$ cat src/rtl/ym_write_sequencer.sv
// ----------------------------------------------------------------------------
// ym_write_sequencer
//
// Purpose:
//   Queues YM3812 register writes (register index + data) posted by the MCA
//   I/O decode. Each queued write is replayed to the chip in two phases:
//   first an address-port write (A0=0, D=register index), then a data-port
//   write (A0=1, D=data). The chip's recovery times after each phase are
//   enforced in ext_clock cycles. Because of this, the host can post writes
//   back-to-back and does not need long extended bus cycles.
//
// Ports:
//   ext_clock  in   system clock (14.318 MHz). All flops use the rising edge.
//   chreset_l  in   asynchronous active-low reset
//   req_valid  in   producer has a write to post
//   req_ready  out  queue not full. A write is accepted when
//                   req_valid & req_ready at a rising edge.
//   req_reg    in   YM register index [7:0]
//   req_data   in   YM register data  [7:0]
//   ym_cs_l    out  chip select, active low, registered
//   ym_wr_l    out  write strobe, active low, registered
//   ym_a0      out  port select: 0 = address, 1 = data; registered
//   ym_d       out  data bus [7:0], registered
//   busy       out  queue non-empty or a write is in progress
//   level      out  queue occupancy [$clog2(DEPTH):0]
// ----------------------------------------------------------------------------
module ym_write_sequencer #(
    parameter int DEPTH     = 4,
    parameter int SETUP_CYC = 1,
    parameter int PULSE_CYC = 2,
    parameter int ADDR_WAIT = 48,
    parameter int DATA_WAIT = 330,
    parameter int CNT_W     = 9
) (
    input  logic                     ext_clock,
    input  logic                     chreset_l,
    input  logic                     req_valid,
    output logic                     req_ready,
    input  logic [7:0]               req_reg,
    input  logic [7:0]               req_data,
    output logic                     ym_cs_l,
    output logic                     ym_wr_l,
    output logic                     ym_a0,
    output logic [7:0]               ym_d,
    output logic                     busy,
    output logic [$clog2(DEPTH):0]   level
);

    localparam int PW = $clog2(DEPTH);
    localparam int LW = PW + 1;
    localparam logic [LW-1:0] FULL = LW'(DEPTH);

    // Counter reload values. Each state lasts N cycles: the counter loads
    // N-1 on entry, counts down, and the state advances on the cycle it
    // reads zero.
    localparam logic [CNT_W-1:0] SETUP_LD = CNT_W'(SETUP_CYC - 1);
    localparam logic [CNT_W-1:0] PULSE_LD = CNT_W'(PULSE_CYC - 1);
    localparam logic [CNT_W-1:0] AWAIT_LD = CNT_W'(ADDR_WAIT - 1);
    localparam logic [CNT_W-1:0] DWAIT_LD = CNT_W'(DATA_WAIT - 1);

    typedef enum logic [2:0] {
        IDLE,
        A_SETUP,
        A_PULSE,
        A_WAIT,
        D_SETUP,
        D_PULSE,
        D_WAIT
    } state_t;

    // ------------------------------------------------------------------
    // Write queue
    // ------------------------------------------------------------------
    // Each entry holds {reg, data}. The head is read asynchronously. This
    // lets IDLE put the register index on the pins at the same edge it
    // pops the entry, so cs_l falls one edge after the push.
    logic [15:0]    mem_q [DEPTH];
    logic [PW-1:0]  wr_ptr_q, wr_ptr_d;
    logic [PW-1:0]  rd_ptr_q, rd_ptr_d;
    logic [LW-1:0]  count_q, count_d;
    logic           push;
    logic           pop;
    logic [15:0]    head;

    // ------------------------------------------------------------------
    // Sequencer state
    // ------------------------------------------------------------------
    state_t         state_q, state_d;
    logic [CNT_W-1:0] cnt_q, cnt_d;
    logic [7:0]     hold_data_q, hold_data_d;
    logic           cs_l_q, cs_l_d;
    logic           wr_l_q, wr_l_d;
    logic           a0_q, a0_d;
    logic [7:0]     d_q, d_d;

    assign req_ready = (count_q != FULL);
    assign push      = req_valid & req_ready;
    assign pop       = (state_q == IDLE) && (count_q != '0);
    assign head      = mem_q[rd_ptr_q];

    // Queue storage has no reset. The occupancy count alone decides what
    // is valid, so stale contents are never issued.
    always_ff @(posedge ext_clock) begin
        if (push) begin
            mem_q[wr_ptr_q] <= {req_reg, req_data};
        end
    end

    always_comb begin
        wr_ptr_d = wr_ptr_q;
        rd_ptr_d = rd_ptr_q;
        count_d  = count_q;
        if (push) begin
            wr_ptr_d = wr_ptr_q + PW'(1);
        end
        if (pop) begin
            rd_ptr_d = rd_ptr_q + PW'(1);
        end
        case ({push, pop})
            2'b10:   count_d = count_q + LW'(1);
            2'b01:   count_d = count_q - LW'(1);
            default: count_d = count_q;
        endcase
    end

    // ------------------------------------------------------------------
    // Next-state / next-output logic. Each output takes the value that
    // belongs to the state being entered, so pins change exactly on the
    // state boundary. Within a state, a0/d are held, which keeps them
    // stable while wr_l is low and on the edge where wr_l rises.
    // ------------------------------------------------------------------
    always_comb begin
        state_d     = state_q;
        cnt_d       = cnt_q;
        hold_data_d = hold_data_q;
        cs_l_d      = cs_l_q;
        wr_l_d      = wr_l_q;
        a0_d        = a0_q;
        d_d         = d_q;

        if (state_q == IDLE) begin
            if (pop) begin
                state_d     = A_SETUP;
                cnt_d       = SETUP_LD;
                hold_data_d = head[7:0];
                cs_l_d      = 1'b0;
                wr_l_d      = 1'b1;
                a0_d        = 1'b0;
                d_d         = head[15:8];
            end
        end else if (cnt_q != '0) begin
            cnt_d = cnt_q - CNT_W'(1);
        end else begin
            case (state_q)
                A_SETUP: begin
                    state_d = A_PULSE;
                    cnt_d   = PULSE_LD;
                    wr_l_d  = 1'b0;
                end
                A_PULSE: begin
                    state_d = A_WAIT;
                    cnt_d   = AWAIT_LD;
                    cs_l_d  = 1'b1;
                    wr_l_d  = 1'b1;
                end
                A_WAIT: begin
                    state_d = D_SETUP;
                    cnt_d   = SETUP_LD;
                    cs_l_d  = 1'b0;
                    wr_l_d  = 1'b1;
                    a0_d    = 1'b1;
                    d_d     = hold_data_q;
                end
                D_SETUP: begin
                    state_d = D_PULSE;
                    cnt_d   = PULSE_LD;
                    wr_l_d  = 1'b0;
                end
                D_PULSE: begin
                    state_d = D_WAIT;
                    cnt_d   = DWAIT_LD;
                    cs_l_d  = 1'b1;
                    wr_l_d  = 1'b1;
                end
                D_WAIT: begin
                    // IDLE always lasts at least one cycle. This gives the
                    // fixed one-cycle gap before the next cs_l fall.
                    state_d = IDLE;
                    cnt_d   = '0;
                end
                default: begin
                    state_d = IDLE;
                    cnt_d   = '0;
                    cs_l_d  = 1'b1;
                    wr_l_d  = 1'b1;
                end
            endcase
        end
    end

    // Reset abandons any in-flight write. The queue is emptied by
    // clearing its pointers and count.
    always_ff @(posedge ext_clock or negedge chreset_l) begin
        if (!chreset_l) begin
            state_q     <= IDLE;
            cnt_q       <= '0;
            hold_data_q <= 8'h00;
            cs_l_q      <= 1'b1;
            wr_l_q      <= 1'b1;
            a0_q        <= 1'b0;
            d_q         <= 8'h00;
            wr_ptr_q    <= '0;
            rd_ptr_q    <= '0;
            count_q     <= '0;
        end else begin
            state_q     <= state_d;
            cnt_q       <= cnt_d;
            hold_data_q <= hold_data_d;
            cs_l_q      <= cs_l_d;
            wr_l_q      <= wr_l_d;
            a0_q        <= a0_d;
            d_q         <= d_d;
            wr_ptr_q    <= wr_ptr_d;
            rd_ptr_q    <= rd_ptr_d;
            count_q     <= count_d;
        end
    end

    assign ym_cs_l = cs_l_q;
    assign ym_wr_l = wr_l_q;
    assign ym_a0   = a0_q;
    assign ym_d    = d_q;
    assign busy    = (count_q != '0) || (state_q != IDLE);
    assign level   = count_q;

endmodule
$ cat config.mk
export PLATFORM = sky130hd
export DESIGN_NAME = ym_write_sequencer
export DESIGN_NICKNAME = d
export VERILOG_FILES = /design/src/rtl/ym_write_sequencer.sv
export SDC_FILE = /design/constraint.sdc
export NUM_CORES = 1
export LEC_CHECK = 0
export BUFFER_PORTS_ARGS = -buffer_cell sky130_fd_sc_hd__buf_2
export CAP_MARGIN = 5
export CORE_UTILIZATION = 55
export CTS_CLUSTER_DIAMETER = 60
export CTS_CLUSTER_SIZE = 24
export DETAILED_ROUTE_END_ITERATION = 7
export MAX_ROUTING_LAYER = met4
export PLACE_DENSITY = 0.74
export SLEW_MARGIN = 20
export SYNTH_ARGS = -nofsm -noshare
export SYNTH_HDL_FRONTEND = slang
export SYNTH_SLANG_ARGS = --single-unit
export TNS_END_PERCENT = 30
$ cat constraint.sdc
create_clock -name ext_clock -period 3.1 [get_ports ext_clock]
set_input_delay 0.62 -clock ext_clock [delete_from_list [all_inputs] [get_ports ext_clock]]
set_output_delay 0.62 -clock ext_clock [all_outputs]
set_load 0.05 [all_outputs]
==> reports/results.md <==
| Group | Metric | Reported |
|---|---|---|
| timing | Worst rel slew slack | 0.395 |
| logic synthesis | Main combinational cell family by area after synthesis | multiplexers |
| timing | Slew Limit Fails | 0 |
| logic synthesis | Net count of the mapped netlist | 319 |
| critical path | Type of the worst setup path | reg -> out |
| timing | Highest Clock Rate | 0.368 GHz |
| global route | Vias in the first global route | 2,528 |
| critical path | Kind of capture point of the worst setup path | output port |
| critical path | Max stage delay on crit path | 0.66 ns |
| floorplanning | X dimension of the die | 91.3 um |
| power | Net switching power of the design | 0.872 mW |
| logic synthesis | Register area share after synthesis | 0.655 |
| global route | Remaining global-route overflow | 0 |
| logic synthesis | Number of flops mapped to enable cells by yosys | 64 |
| clock network | H-tree Lvls | 3 |
| worst hold path | Class of the worst hold path | in -> async |
| power | Design internal power | 2.13 mW |
| drt | DR iter-0 viols | 137 |
| power | Share of total power consumed by net switching | 0.290 |
| layout | Synthesis-to-finish area growth | 10.9% |
| placement | PortBufs | 34 |
| clock network | Hold buffer count at cts | 0 |
| logic synthesis | Most common cell in the netlist | edfxtp_1 |
| drt | Remaining antenna violation count | 0 |
| logic synthesis | Share of the synthesized area in the top cell type | 0.438 |
| layout | Fill cell instance count of the final layout | 560 |
| logic synthesis | Share of the synthesized area in compound gates (AO/OA/AOI/OAI) | 0.0582 |
| clock network | Post-CTS Resized | 0 |
| timing | Unrepaired setup endpoints after global routing | false |
| logic synthesis | Distinct cell type count of the synthesized netlist | 48 |
| logic synthesis | Cell area after synthesis | 0.00439 sq mm |
| critical path | Master of the slowest instance on the critical path | or3_1 |
| logic synthesis | Post-synthesis adder-cell area fraction | 0.0245 |
| layout | Inserted Diodes | 0 |
| global route | Total track usage | 0.216 |
| clock network | CTS tree | built |
| drt | Number of search-and-repair iterations in the first detailed-routing pass | 4 |
| logic synthesis | Share of flip-flops with an asynchronous set or reset | 0.373 |
| logic synthesis | Synth Area per Inst | 15.0 sq um |
| timing | Setup clock skew after layout | 0.00804 ns |
| layout | Reg area | 0.00288 sq mm |
| flow run | Count of max-cap constraint violations | 0 |
| floorplanning | Number of standard-cell rows in the floorplan | 32 |
| critical path | Req. time, crit path | 2.48 ns |
| timing | Crit share post-route | 0.878 |
| timing | Final sum of negative setup slack | 0 ns |
| power | Pwr/cell area | 617 mW/mm^2 |
| power | Flop pwr share | 0.580 |
| critical path | Startpoint Class | register |
| layout | Nets@finish | 357 |
| power | Worst-case vdd ir drop | 0.381 mV |
| global route | Antenna violations before repair | 0 |
| clock network | # Post-CTS Setup Buffers | 0 |
| floorplanning | Area of the core | 0.00773 sq mm |
| critical path | Critical-path cell list | or3_1, nor2_2, inv_1, buf_2 |
| power | Combinational cell fraction of total power | 0.151 |
| critical path | Crit-path max FO | 15 |
| power | Static power due to leakage | 1.88 nW |
| logic synthesis | Commonest cells in the synthesized netlist | edfxtp_1 (64), dfrtp_1 (36), nand2_1 (35) |
| timing | Crit path time final | 2.72 ns |
| floorplanning | I/O pins | 35 |
| critical path | Data arrival time at the worst-slack endpoint | 2.10 ns |
| layout | Final cell utilization of the core | 0.630 |
| drt | DRC violation count after routing | 0 |
| clock network | Number of buffers created by CTS | 9 |
| logic synthesis | Yosys synthesis warning count | 0 |
| placement | DP Wirelength | 5130 um |
| logic synthesis | Flop and latch count out of synthesis | 102 |
| run status | Result of the run | finished, final reports clean |
| layout | Layout cell share with drive strength beyond 1 | 0.290 |
| drt | Average wire per standard cell | 17.9 um |
| clock network | Clock edge transition at the registers on the reported setup and hold paths | 0.10 ns |
| logic synthesis | Cell taking the most area after synthesis | edfxtp_1 |
| floorplanning | Total Die Area | 0.00834 sq mm |
| timing | Final hold vios | 0 |
| placement | Final weighted congestion in routability-driven placement | 0.919 |
| logic synthesis | Most area-consuming cells after synthesis | edfxtp_1 (44%), dfrtp_1 (21%), mux4_2 (8.2%), mux2_2 (4.4%), nand2_1 (3.0%) |
| timing | Transition time at the pin with the least slew margin | 0.908 ns |
| drt | Via-to-Cell Ratio | 5.68 |
| clock network | Clock net sink count | 102 |
| clock network | Source-to-sink clock delay at the later pin of the worst-skew pair | 0.37 ns |
| layout | Area of combinational cells with multiple inputs | 0.00141 sq mm |
| logic synthesis | Xor/xnor cell area share of the yosys netlist | 0.0120 |
| drt | Routed via count | 2,483 |
| clock network | Clock root buffer master | clkbuf_8 |
| logic synthesis | Post-synthesis instance total | 292 |
| drt | Drt total wl | 7820 um |
| timing | Final Setup Violations | 0 |
| clock network | Maximum count of clock buffers along a single path | 2 |
| power | Clock network fraction of total power | 0.269 |
| logic synthesis | Leading register cell type out of synthesis | edfxtp_1 |
| floorplanning | Starting density of the core | 0.568 |
| floorplanning | Die height | 91.3 um |
| global route | Pin count of the biggest net entering global routing | 39 |
| global route | Wire length of the first global-routing pass | 12,800 um |
| critical path | Register-to-Register Path Depth | 6 |
| logic synthesis | Post-synthesis share of cell area spent on and, or, nand and nor gates | 0.0950 |
| logic synthesis | Mux share of post-synthesis cell area | 0.133 |
## state kept, by name, summed over array words and instances, names as in the netlist
register     cells
cnt_q            9
hold_data_q      8
ym_a0            1
wr_ptr_q         2
ym_d             8
ym_wr_l          1
mem_q           64
level            3
ym_cs_l          1
state_q          3
rd_ptr_q         2
## power groups by stage
stage	logic, mW	clock network (mW)	registers, mW
after floorplan	0.253	0	1.82
after global placement	0.452	0	1.76
after detailed placement	0.467	0	1.77
after CTS	0.464	0.822	1.74
after global routing	0.492	0.875	1.76
final	0.453	0.808	1.74
## cell type report
type / instances / share of cell area
inverters: 13 / 0.0100
clock inverters: 6 / 0.0131
well taps: 102 / 0.0262
clock buffers: 10 / 0.0262
repair buffers: 39 / 0.0427
flip-flops and latches: 102 / 0.591
multi-input cells: 165 / 0.291
## routing by layer
layer  global-route usage  part of all wire  vias to the layer above
met2                0.359              0.51                       62
met4                0.103             0.017                        0
met3               0.0452             0.034                       13
met1                0.251              0.44                     1231
li1                     -                 -                     1177
met5                    -                 0                        -
## path summary, 6_finish.rpt
check | to | slack [ns] | from
max in group asynchronous | ym_d[3] | 2.17 | chreset_l
worst min register to register | ym_d[5] | 0.52 | ym_d[5]
worst max-delay path | busy | 0.38 | state_q[0]
min in group ext_clock | mem_q[0][1] | 0.45 | req_data[1]
worst max register to register | ym_d[3] | 0.72 | cnt_q[0]
worst min-delay path | cnt_q[2] | 0.36 | chreset_l
## cell usage in the layout (no fill, tap or decap), types with 3 or more instances in the layout
cell type / count
nand3_1: 6
o21ai_0: 11
inv_1: 13
mux4_2: 16
and3_1: 4
nor2_1: 11
xnor2_1: 4
a31oi_1: 3
buf_2: 34
nand2_1: 35
nor3_1: 5
edfxtp_1: 64
clkbuf_8: 9
mux2_2: 17
o211ai_1: 3
or3_1: 3
ha_1: 7
buf_4: 5
dfrtp_1: 36
a21oi_1: 4
mux2i_1: 3
## per-stage QoR
stage          worst slack (ns)  instance area, sq um  instances  total power [mW]  hold slack [ns]
3_5_place_dp              0.707                  4670        421              2.24            0.497
4_1_cts                   0.373                  4860        437              3.03            0.382
2_1_floorplan             0.366                  4390        292              2.07            0.324
3_3_place_gp              0.829                  4670        421              2.21            0.490
5_1_grt                   0.257                  4860        437              3.12            0.428
6_report                  0.379                  4860        437              3.00            0.358
## critical path: cells and delay by family (launching register included)
kind | cells | cell delay (ns)
buf+inv | 2 | 0.34
flops | 1 | 0.53
simple gates | 2 | 0.87
## kinds of logic (layout without fill, tap and decap cells)
family / count (synthesis) / after routing
AO/OA/AOI/OAI: 35 / 35
AND/OR/NAND/NOR: 80 / 80
flip-flops: 102 / 102
XOR/XNOR: 6 / 6
buffers and inverters: 25 / 68
multiplexers: 36 / 36
adder cells (fa/ha/maj): 8 / 8
Note: power is estimated with default switching activity, not from simulation.
